[src/rtl/gpio_filter_pkg.sv]
// rtl/gpio_filter_pkg.sv - shared defaults and types for the GPIO input filter
package gpio_filter_pkg;

    localparam int NB_LANES_DEF    = 32;
    localparam int SYNC_STAGES_DEF = 2;
    localparam int CNT_WIDTH_DEF   = 8;

    typedef logic [CNT_WIDTH_DEF-1:0] cnt_t;

    // A synchroniser shorter than two flops gives no metastability protection
    function automatic int sync_depth(input int requested);
        return (requested < 2) ? 2 : requested;
    endfunction

endpackage

[src/rtl/gpio_filter_lane.sv]
// rtl/gpio_filter_lane.sv - one GPIO lane: synchroniser, glitch filter, edge events (GPIO_FILTER_EVENT_EN)
module gpio_filter_lane
    import gpio_filter_pkg::*;
#(
    parameter int SYNC_STAGES = SYNC_STAGES_DEF,
    parameter int CNT_WIDTH   = CNT_WIDTH_DEF
) (
    input  logic                 clk,
    input  logic                 rst,
    input  logic                 pad,
    input  logic                 lane_en,
    input  logic [CNT_WIDTH-1:0] filt_len,
    output logic                 level,
    output logic                 rise,
    output logic                 fall
);

    localparam int SYNC_N = sync_depth(SYNC_STAGES);

    logic [SYNC_N-1:0]    sync_q;
    logic                 s;
    logic [CNT_WIDTH-1:0] cnt;
    logic                 take;

    assign s = sync_q[SYNC_N-1];

    // The synchronised level has differed long enough to be accepted this cycle
    assign take = lane_en && (s != level) && (cnt >= filt_len);

    // Synchroniser chain; keeps running even when the lane is disabled
    always_ff @(posedge clk or posedge rst) begin
        if (rst) begin
            sync_q <= '0;
        end else begin
            sync_q <= {sync_q[SYNC_N-2:0], pad};
        end
    end

    // Stability counter and filtered output level
    always_ff @(posedge clk or posedge rst) begin
        if (rst) begin
            cnt   <= '0;
            level <= 1'b0;
        end else if (!lane_en) begin
            cnt   <= '0;
            level <= 1'b0;
        end else if (s == level) begin
            cnt <= '0;
        end else if (take) begin
            level <= s;
            cnt   <= '0;
        end else begin
            cnt <= cnt + 1'b1;
        end
    end

`ifdef GPIO_FILTER_EVENT_EN
    // Edge pulses line up with the cycle the filtered level changes; a forced disable is silent
    always_ff @(posedge clk or posedge rst) begin
        if (rst) begin
            rise <= 1'b0;
            fall <= 1'b0;
        end else begin
            rise <= take & s;
            fall <= take & ~s;
        end
    end
`else
    assign rise = 1'b0;
    assign fall = 1'b0;
`endif

endmodule

[src/rtl/gpio_in_filter.sv]
// rtl/gpio_in_filter.sv - synchronise and glitch-filter GPIO pads onto gpio_in (GPIO_FILTER_EVENT_EN adds edge events)
module gpio_in_filter
    import gpio_filter_pkg::*;
#(
    parameter int NB_LANES    = NB_LANES_DEF,
    parameter int SYNC_STAGES = SYNC_STAGES_DEF,
    parameter int CNT_WIDTH   = CNT_WIDTH_DEF
) (
    input  logic                 clk,
    input  logic                 rst,
    input  logic [NB_LANES-1:0]  gpio_pad_i,
    input  logic [NB_LANES-1:0]  lane_en_i,
    input  logic [CNT_WIDTH-1:0] filt_len_i,
    output logic [NB_LANES-1:0]  gpio_o,
    output logic [NB_LANES-1:0]  rise_o,
    output logic [NB_LANES-1:0]  fall_o
);

    // One independent filter per lane; threshold and reset are shared
    for (genvar g = 0; g < NB_LANES; g++) begin : g_lane
        gpio_filter_lane #(
            .SYNC_STAGES (SYNC_STAGES),
            .CNT_WIDTH   (CNT_WIDTH)
        ) u_lane (
            .clk      (clk),
            .rst      (rst),
            .pad      (gpio_pad_i[g]),
            .lane_en  (lane_en_i[g]),
            .filt_len (filt_len_i),
            .level    (gpio_o[g]),
            .rise     (rise_o[g]),
            .fall     (fall_o[g])
        );
    end

endmodule

[config.mk]
export PLATFORM = sky130hd
export DESIGN_NAME = gpio_in_filter
export DESIGN_NICKNAME = d
export VERILOG_FILES = /design/src/rtl/gpio_filter_pkg.sv /design/src/rtl/gpio_filter_lane.sv /design/src/rtl/gpio_in_filter.sv
export SDC_FILE = /design/constraint.sdc
export NUM_CORES = 1
export LEC_CHECK = 0
export BUFFER_PORTS_ARGS = -buffer_cell sky130_fd_sc_hd__buf_2
export CORE_MARGIN = 5
export CORE_UTILIZATION = 35
export CTS_CLUSTER_SIZE = 40
export DETAILED_ROUTE_END_ITERATION = 8
export GPL_ROUTABILITY_DRIVEN = 0
export GPL_TIMING_DRIVEN = 1
export PLACE_DENSITY = 0.6
export RECOVER_POWER = 100
export SLEW_MARGIN = 20
export SYNTH_ARGS = -nofsm -noshare
export SYNTH_HDL_FRONTEND = slang
export SYNTH_SLANG_ARGS = --single-unit
export TNS_END_PERCENT = 50
[constraint.sdc]
create_clock -name clk -period 13.2 [get_ports clk]
set_clock_uncertainty 0.15 [all_clocks]
set_input_delay 2.64 -clock clk [delete_from_list [all_inputs] [get_ports clk]]
set_output_delay 2.64 -clock clk [all_outputs]
set_load 0.02 [all_outputs]
== Yosys cells after proc, flatten, opt, wreduce, memory -nomap -nowiden ==
Cells that the tools add are included.
Word-level totals
  bits in registers: 352
  memory bits (read-only): 0
  logic and storage cells: 576
  memories kept: 0
  output and inout port bits: 96
  bits of input ports: 74
  bits in latches: 0
  memory bits (writable): 0
Cells by class
  shift-type cells: 0
  $add $sub $neg: 32
  bitwise logic cells: 0
  equality and inequality tests: 128
  multiplexer cells: 192
  multipliers: 0
  magnitude comparators: 32
  reduce and logical (&&, ||, !) cells: 96
  div/mod/pow operators: 0
Operators with widths (count)
  $mux W8: 96
  $add A8 B1 Y8 const B: 32
  $ge A8 B8 Y1: 32
  $mux W1: 96
  $logic_and A1 B1 Y1: 64
  $ne A2 B1 Y1 const B: 32
  $ne A2 B2 Y1 const B: 32
  $reduce_and A2 Y1: 32
  $eq A1 B1 Y1: 32
  $ne A1 B1 Y1: 32

== Depth between registers and ports, before layout ==
Gate-level depths: netlist (run 1).
  word-level depth: 6
  mapped depth: 6
  mapped depth without buffers: 6

== Hierarchy ==
Synthesis (run 1) repeated with hierarchy kept, for this count alone.
Second synthesis, totals
  cells, all modules: 2240
  area, all modules: 22101.2 um2
By module, submodules not included
  gpio_filter_lane: instances 32, cells an instance 70, seq. area each 275.3 um2, area each 690.7 um2

== Worst setup path after synthesis (run 1) ==
OpenSTA, ideal clock, no wires.
  path type: input-to-reg
  start: input port filt_len_i[2]
  end: register g_lane[12].u_lane.level
  setup time: 0.128 ns
  setup slack: 8.581 ns
  buffers on the path: 0
  required time: 12.922 ns
  stages on the path: 6
  arrival time: 4.341 ns
  cell sequence: inv_1 > ha_1 > a211o_1 > a31oi_2 > o21ai_0 > mux2i_1
Between the ends
  longest elaborated chain between the ends: 4
RTL lines
  start: declaration: RTL line gpio_in_filter.sv:13  | input logic [CNT_WIDTH-1:0] filt_len_i,
  $ge A8 B8 Y1: RTL line gpio_filter_lane.sv:28  | assign take = lane_en && (s != level) && (cnt >= filt_len);
  $logic_and A1 B1 Y1: RTL line gpio_filter_lane.sv:28
  $ne A2 B1 Y1 (no source line)
  $reduce_and A2 Y1 (no source line)
  end signal: assignment: RTL line gpio_filter_lane.sv:50  | level <= s;
  end: declaration: RTL line gpio_filter_lane.sv:13  | output logic level,
No other way between the ends.
A chain may end at the register's enable or synchronous reset.

==> results of run 1 <==
metal layers:
layer / global-route usage / wire length [um] / vias up
li1: - / - / 6954
met1: 0.179 / 20400 / 6828
met2: 0.238 / 21600 / 175
met3: 0.0270 / 1680 / 61
met4: 0.0346 / 906 / 0
met5: 0 / 0 / -
through the flow:
stage | power (W) | util | setup slack (ns) | cells | hold WS [ns]
global placement | 0.00133 | 0.373 | 8.28 | 2812 | 0.184
global route | 0.00269 | 0.389 | 5.54 | 2889 | 0.201
finish | 0.00256 | 0.389 | 6.61 | 2890 | 0.192
CTS | 0.00263 | 0.399 | 8.80 | 2889 | 0.197
detailed placement | 0.00134 | 0.373 | 8.23 | 2812 | 0.186
floorplan | 0.00128 | - | 0.646 | 2020 | 0.181
path summary, 6_finish.rpt:
path | start | endpoint
worst max register to register | g_lane[28].u_lane.cnt[5] | g_lane[28].u_lane.cnt[2]
max in group clk | filt_len_i[2] | g_lane[28].u_lane.cnt[2]
worst min-delay path | g_lane[12].u_lane.sync_q[0] | g_lane[12].u_lane.sync_q[1]
worst min register to register | g_lane[12].u_lane.sync_q[0] | g_lane[12].u_lane.sync_q[1]
min in group asynchronous | rst | g_lane[12].u_lane.sync_q[0]
worst max-delay path | rst | g_lane[8].u_lane.cnt[1]
sequential cells by signal, summed over array words and instances (netlist names):
| register | count |
|---|---|
| g_lane.u_lane.level | 32 |
| g_lane.u_lane.sync_q | 64 |
| g_lane.u_lane.cnt | 256 |
cells in the mapped netlist (all sizes together) (20+ instances only):
| cell | count |
|---|---|
| dfrtp | 352 |
| ha | 288 |
| nor2 | 277 |
| xor2 | 189 |
| nand3 | 157 |
| nand2 | 106 |
| buf | 96 |
| inv | 72 |
| and3 | 63 |
| o2111ai | 44 |
| a21oi | 40 |
| xnor2 | 35 |
| a211o | 32 |
| a31oi | 32 |
| mux2i | 32 |
| nand2b | 32 |
| o21ai | 32 |
| o21a | 20 |
| or3 | 20 |
kinds of logic after synthesis:
kind of cell,synth area share
AND/OR/NAND/NOR,0.148
flip-flops,0.419
adder cells (fa/ha/maj),0.172
AO/OA/AOI/OAI,0.105
XOR/XNOR,0.0934
buffers and inverters,0.0472
multiplexers,0.0153
other,0.000179
final cells by class:
class / instances / area, sq um / share of cell area
Antenna cell: 1 / 2.50 / 0.000109
Tap cell: 773 / 967 / 0.0420
Inverter: 72 / 272 / 0.0118
Clock inverter: 14 / 228 / 0.00989
Clock buffer: 63 / 1300 / 0.0566
Multi-Input combinational cell: 1500 / 10900 / 0.473
Sequential cell: 352 / 8810 / 0.382
Timing Repair Buffer: 115 / 564 / 0.0245
worst max-delay path: stages:
cell        delay, ns
buf_2            0.10
clkinvlp_2       3.01
buf_4            1.11
power by group through the flow:
stage,registers [W],logic [W],clock network (W)
final,0.00112,0.000180,0.00126
after floorplan,0.00113,0.000151,0
after CTS,0.00112,0.000204,0.00131
after global routing,0.00112,0.000212,0.00135
after detailed placement,0.00114,0.000203,0
after global placement,0.00114,0.000196,0
==> flow_metrics.py, run 1 <==
metrics = {
    "clock_network": {
        "cts.sinks": 352,
        "cts_buffers": 43,
        "root_buffer": "clkbuf_16",
        "cts_tree": "built",
        "clockBufferDepth": 3,
        "post_cts_buffers": 0,
        "path_clk_slew_ns": 0.06,
        "ctsResizeCount": 0,
        "clock_latency_ns": 0.56,
        "htree_levels": 2,
        "holdBufCountCts": 0,
    },
    "sta": {
        "hold_viol": 0,
        "fmax_mhz": 152,
        "min_period_ns": 6.59,
        "fin_crit_sh": 0.499,
        "fin_tns_setup_ns": 0,
        "slew_headroom": -2.65,
        "drv_slew": 154,
        "setup_viol": 0,
        "worst_pin_slew_ns": 5.44,
        "rsz0062_at_grt": "false",
    },
    "logic_synthesis": {
        "ys_seq_area_frac": 0.419,
        "synth_cell_type_count": 29,
        "synth-main-ff-cell": "dfrtp_1",
        "netlist_area_sq_um": 21000,
        "yosysWarnings": 0,
        "synth-edff-count": 0,
        "netlist_top_cells_area": "dfrtp_1 42%, ha_1 17%, xor2_1 7.9%, nor2_1 5.0%, nand3_1 3.7%",
        "syn_avg_cell_area_sq_um": 10.7,
        "synth_async_sr_flop_share": 1.00,
        "yosys_register_bits": 352,
        "yosys.area.top_type": "dfrtp_1",
        "synth_top_area_frac": 0.419,
        "synthCells": 1957,
    },
    "die": {
        "die_area_sq_um": 65000,
        "fp-row-count": 89,
        "fp.dieW_um": 255,
        "die_y_um": 255,
        "initial_core_util": 0.354,
        "core_sq_um": 59200,
        "num_io_pins": 170,
    },
    "drt": {
        "first_pass_iters": 4,
        "ant_nets": 0,
        "vias_per_cell": 4.85,
        "drt-wirelength-per-cell_um": 15.4,
        "drt-total-wl_mm": 44.6,
        "drc": 0,
        "vias": 14000,
        "drt_iter0_markers": 812,
    },
    "worst_setup_path": {
        "required_ns": 13.61,
        "reg2regPathDepth": 5,
        "endpoint_kind": "asynchronous set/reset pin",
        "worstSetupStartpointType": "input pin",
        "ff2ff_setup_slack_ns": 10.98,
        "critical_path_arrival_ns": 7.00,
        "cp_max_fo": 120,
        "timing_worst_setup_path_type": "input pin to asynchronous set/reset pin",
    },
    "power_and_ir_drop": {
        "p_clk_frac": 0.492,
        "swShare": 0.238,
        "ir_drop_uv": 73.8,
        "leakage_nw": 11.5,
        "power_frac_seq": 0.437,
        "combPwrFrac": 0.070,
        "cellPowerDensity_nw_per_um2": 111,
        "switching_power_w": 0.000609,
        "p_int_w": 0.00195,
    },
    "layout": {
        "final_common_cell": "dfrtp_1",
        "syn_to_final_growth_pct": 9.68,
        "fill_cells": 5803,
        "drive_gt1_frac": 0.0874,
        "final_cell_mix": "352 x dfrtp_1, 288 x ha_1, 277 x nor2_1",
        "final_area_sq_um": 23000,
        "final_nets": 2446,
    },
    "placement": {
        "io_buffer_count": 105,
        "dpl.hpwl_mm": 28.8,
        "placed_cell_area_sq_um": 22100,
    },
    "run": {
        "cap_violations": 2,
    },
    "grt": {
        "gr-usage-all-layers": 0.138,
        "antenna_found_initial": 0,
        "grt_pass1_wl_mm": 74.0,
        "grt-ovfl-total": 0,
        "grt_max_degree": 161,
        "grt_pass1_vias": 14600,
    },
    "status": {
        "violations": "max-capacitance violations, max-slew violations",
        "status": "complete, but fails checks",
    },
    "hold_path": {
        "hold_depth": 0,
        "hp-class": "flop to flop",
    },
}
No activity file was read; power rests on OpenSTA's default activity.
==> run 2, diff against run 1 <==
- PLACE_DENSITY: 0.6 -> 0.58
- clock period: 13.2 -> 6.65 ns (I/O delays scaled with it)
==> flow_metrics.py, run 2 (synthesis results as in run 1) <==
metrics = {
    "worst_setup_path": {
        "required_ns": 6.98,
        "critical_path_arrival_ns": 5.20,
        "endpoint_kind": "flop",
        "max_stage_delay_ns": 2.12,
        "cp_slowest_cell": "clkbuf_1",
        "worstPathCellList": "buf_2 > clkinv_1 > clkbuf_1 > ha_1 > a211o_1 > a31oi_1 > o2111ai_4 > nor2_1",
        "timing_worst_setup_path_type": "input pin to flop",
        "cp_max_fo": 32,
        "worstSetupStartpointType": "input pin",
    },
    "sta": {
        "min_period_ns": 4.87,
        "drv_slew": 106,
        "hold_viol": 0,
        "rsz0062_at_grt": "false",
        "fmax_mhz": 205,
        "fin_tns_setup_ns": 0,
        "setup_viol": 0,
        "fin_crit_sh": 0.732,
        "slew_headroom": -1.01,
        "fin_hold_ws_ns": 0.195,
        "worst_pin_slew_ns": 3.02,
    },
    "clock_network": {
        "root_buffer": "clkbuf_16",
        "cts.sinks": 352,
        "post_cts_buffers": 0,
        "htree_levels": 2,
        "cts_buffers": 44,
        "path_clk_slew_ns": 0.06,
        "clock_latency_ns": 0.56,
        "clockBufferDepth": 3,
        "holdBufCountCts": 0,
        "ctsResizeCount": 0,
        "cts_tree": "built",
    },
    "power_and_ir_drop": {
        "ir_drop_uv": 149,
        "cellPowerDensity_nw_per_um2": 214,
        "leakage_nw": 11.5,
        "finalPower_w": 0.00501,
    },
    "grt": {
        "grt_max_degree": 143,
        "antenna_found_initial": 3,
        "grt_pass1_vias": 14300,
        "grt-ovfl-total": 0,
        "gr-usage-all-layers": 0.138,
        "grt_pass1_wl_mm": 73.6,
    },
    "die": {
        "core_sq_um": 59200,
        "fp.dieW_um": 255,
        "num_io_pins": 170,
        "initial_core_util": 0.354,
        "die_y_um": 255,
        "fp-row-count": 89,
        "die_area_sq_um": 65000,
    },
    "placement": {
        "dpl.hpwl_mm": 29.5,
        "io_buffer_count": 105,
        "placed_cell_area_sq_um": 22100,
    },
    "drt": {
        "drt-wirelength-per-cell_um": 15.5,
        "drc": 0,
        "drt_iter0_markers": 650,
        "ant_nets": 0,
        "vias": 14000,
        "vias_per_cell": 4.83,
        "drt-total-wl_mm": 44.8,
        "first_pass_iters": 4,
    },
    "layout": {
        "final_cell_mix": "352 x dfrtp_1, 288 x ha_1, 277 x nor2_1",
        "largest_reg_flops": 256,
        "antenna_cells": 0,
        "fill_cells": 5727,
        "final_common_cell": "dfrtp_1",
        "regMostFlops": "g_lane.u_lane.cnt",
        "top_regs": "g_lane.u_lane.cnt x256, g_lane.u_lane.sync_q x64, g_lane.u_lane.level x32",
        "final_area_sq_um": 23400,
        "drive_gt1_frac": 0.105,
        "final_nets": 2448,
        "syn_to_final_growth_pct": 11.5,
    },
    "status": {
        "status": "complete, but fails checks",
        "violations": "max-capacitance violations, max-slew violations",
    },
    "run": {
        "cap_violations": 3,
    },
    "hold_path": {
        "hp-class": "flop to flop",
    },
}
run 2: final timing paths:
check	start	to	slack, ns	cells past startpoint
hold / removal	g_lane[17].u_lane.sync_q[0]	g_lane[17].u_lane.sync_q[1]	0.20	0
max in group asynchronous	rst	g_lane[4].u_lane.sync_q[1]	2.60	3
min in group asynchronous	rst	g_lane[8].u_lane.cnt[7]	1.03	2
hold reg to reg	g_lane[17].u_lane.sync_q[0]	g_lane[17].u_lane.sync_q[1]	0.20	0
setup reg to reg	g_lane[0].u_lane.cnt[2]	g_lane[0].u_lane.cnt[2]	4.65	5
setup / recovery	filt_len_i[2]	g_lane[0].u_lane.cnt[2]	1.78	8
run 2: stage by stage:
step / utilization / setup WS [ns] / instances
6_report: 0.395 / 1.78 / 2891
3_5_place_dp: 0.373 / 2.80 / 2813
4_1_cts: 0.398 / 3.40 / 2891
5_1_grt: 0.395 / 1.65 / 2891
2_1_floorplan: - / 0.456 / 2020
3_3_place_gp: 0.373 / 2.90 / 2813
run 2: worst max-delay path, delay by kind of cell:
kind	cells	cell delay, ns
adders and majority gates	1	0.55
buffers and inverters	3	2.25
AOI/OAI and AO/OA	3	0.85
and+or+nand+nor	1	0.17
run 2: area by class of cell:
type                            count  area, sq um  area share
Clock inverter                     15          134     0.00572
Multi-Input combinational cell   1500        11300       0.483
Clock buffer                       63         1340      0.0574
Timing Repair Buffer              116          582      0.0248
Inverter                           72          272      0.0116
Tap cell                          773          967      0.0413
Sequential cell                   352         8810       0.376
run 2: report_power, final:
group	switching (W)	internal [W]	leakage (nW)
Clock	0.000928	0.00147	0.738
Combinational	0.000267	0.000117	6.03
Sequential	0.0000398	0.00218	4.74
Total	0.00124	0.00377	11.5
run 2: per-layer routing:
layer  share of wire  routed length, um  GRT usage  up-vias
li1                -                  -          -     6954
met1            0.46              20600      0.179     6748
met2            0.47              21100      0.233      182
met3           0.045               2020     0.0315       81
met4           0.023               1020     0.0375        4
met5         0.00047                 21          0        -
==> run 3, diff against run 2 <==
- clock period: 6.65 -> 4.95 ns (I/O delays scaled with it)
==> flow_metrics.py, run 3 (synthesis results as in run 1) <==
metrics = {
    "power_and_ir_drop": {
        "leakage_nw": 11.4,
        "ir_drop_uv": 183,
        "finalPower_w": 0.00650,
        "cellPowerDensity_nw_per_um2": 284,
    },
    "layout": {
        "antenna_cells": 0,
        "largest_reg_flops": 256,
        "final_area_sq_um": 22900,
        "final_common_cell": "dfrtp_1",
        "top_regs": "g_lane.u_lane.cnt x256, g_lane.u_lane.sync_q x64, g_lane.u_lane.level x32",
        "final_nets": 2451,
        "syn_to_final_growth_pct": 9.12,
        "regMostFlops": "g_lane.u_lane.cnt",
        "seq_area_sq_um": 8810,
        "final_cell_mix": "352 x dfrtp_1, 288 x ha_1, 277 x nor2_1",
        "drive_gt1_frac": 0.0850,
        "multi_input_area_sq_um": 10900,
        "fill_cells": 5804,
    },
    "clock_network": {
        "cts.sinks": 352,
        "htree_levels": 2,
        "ctsResizeCount": 0,
        "post_cts_buffers": 0,
        "path_clk_slew_ns": 0.06,
        "cts_tree": "built",
        "cts_buffers": 41,
        "clockBufferDepth": 3,
        "holdBufCountCts": 0,
        "root_buffer": "clkbuf_16",
        "clock_latency_ns": 0.56,
    },
    "status": {
        "status": "complete, but fails checks",
        "violations": "max-capacitance violations, max-slew violations",
    },
    "drt": {
        "route.met3.wl_mm": 1.56,
        "drt-total-wl_mm": 44.8,
        "vias_per_cell": 4.84,
        "drt-wirelength-per-cell_um": 15.5,
        "wl_met2_mm": 21.4,
        "ant_nets": 0,
        "first_pass_iters": 5,
        "drc": 0,
        "topRoutingLayerUsed": "met5",
        "met1_length_mm": 20.8,
        "drt_iter0_markers": 569,
        "vias": 14000,
    },
    "sta": {
        "slew_headroom": -0.308,
        "drv_slew": 31,
        "rsz0062_at_grt": "false",
        "fin_hold_ws_ns": 0.190,
        "fmax_mhz": 265,
        "setup_viol": 0,
        "worst_slack_ns": 1.17,
        "min_period_ns": 3.78,
        "hold_viol": 0,
        "worst_pin_slew_ns": 1.95,
        "fin_crit_sh": 0.763,
    },
    "worst_setup_path": {
        "worstSetupStartpointType": "input pin",
        "cp_max_fo": 19,
        "timing_worst_setup_path_type": "input pin to flop",
        "critical_path_arrival_ns": 4.04,
        "endpoint_kind": "flop",
        "required_ns": 5.21,
        "reg2regPathDepth": 5,
    },
    "grt": {
        "antenna_found_initial": 3,
        "grt_pass1_vias": 14400,
        "grt-ovfl-total": 0,
        "grt_pass1_wl_mm": 74.3,
        "gr-usage-all-layers": 0.139,
        "grt_max_degree": 99,
    },
    "placement": {
        "dpl.hpwl_mm": 31.1,
        "place_ws_ns": 1.51,
        "placed_cell_area_sq_um": 22200,
        "io_buffer_count": 105,
    },
    "run": {
        "cap_violations": 1,
    },
    "die": {
        "fp-row-count": 89,
        "num_io_pins": 170,
        "initial_core_util": 0.354,
        "core_sq_um": 59200,
        "die_area_sq_um": 65000,
        "die_y_um": 255,
        "fp.dieW_um": 255,
    },
    "hold_path": {
        "hold_depth": 0,
        "hp-class": "flop to flop",
    },
}
run 3: power breakdown:
| part | internal [W] | total (W) | switching [W] | leakage [nW] |
|---|---|---|---|---|
| combinational | 0.000156 | 0.000497 | 0.000341 | 5.98 |
| clock | 0.00184 | 0.00302 | 0.00118 | 0.667 |
| sequential | 0.00293 | 0.00299 | 0.0000539 | 4.74 |
| total | 0.00493 | 0.00650 | 0.00158 | 11.4 |
run 3: final cells by class:
| cell class | count | share of cell area |
|---|---|---|
| Clock buffer | 64 | 0.0548 |
| Clock inverter | 8 | 0.00410 |
| Timing Repair Buffer | 122 | 0.0287 |
| Sequential cell | 352 | 0.384 |
| Tap cell | 773 | 0.0422 |
| Multi-Input combinational cell | 1500 | 0.474 |
| Inverter | 72 | 0.0118 |
run 3: worst paths after layout:
path | start | slack [ns] | end
max | filt_len_i[7] | 1.17 | g_lane[10].u_lane.cnt[3]
min | g_lane[17].u_lane.sync_q[0] | 0.19 | g_lane[17].u_lane.sync_q[1]
max reg2reg | g_lane[10].u_lane.cnt[5] | 2.69 | g_lane[10].u_lane.cnt[3]
min reg2reg | g_lane[17].u_lane.sync_q[0] | 0.19 | g_lane[17].u_lane.sync_q[1]
max in group asynchronous | rst | 2.63 | g_lane[23].u_lane.sync_q[0]
min in group asynchronous | rst | 0.80 | g_lane[27].u_lane.sync_q[1]
run 3: stage by stage:
step	std cells	setup TNS, ns	util
2_1_floorplan	2020	-318.34	-
3_3_place_gp	2819	0	0.375
3_5_place_dp	2819	0	0.375
4_1_cts	2891	0	0.398
5_1_grt	2891	0	0.387
6_report	2891	0	0.387
run 3: critical path: stages:
cell and delay [ns]:
buf_2 0.10, inv_1 0.87, clkbuf_1 0.58, ha_1 0.27
nand2_1 0.07, or3_2 0.42, o2111ai_1 0.59, nor2_1 0.12
run 3: layer usage:
layer / up-vias / global-route usage
met4: 4 / 0.0385
li1: 6950 / -
met5: - / 0
met2: 175 / 0.236
met1: 6793 / 0.181
met3: 74 / 0.0280
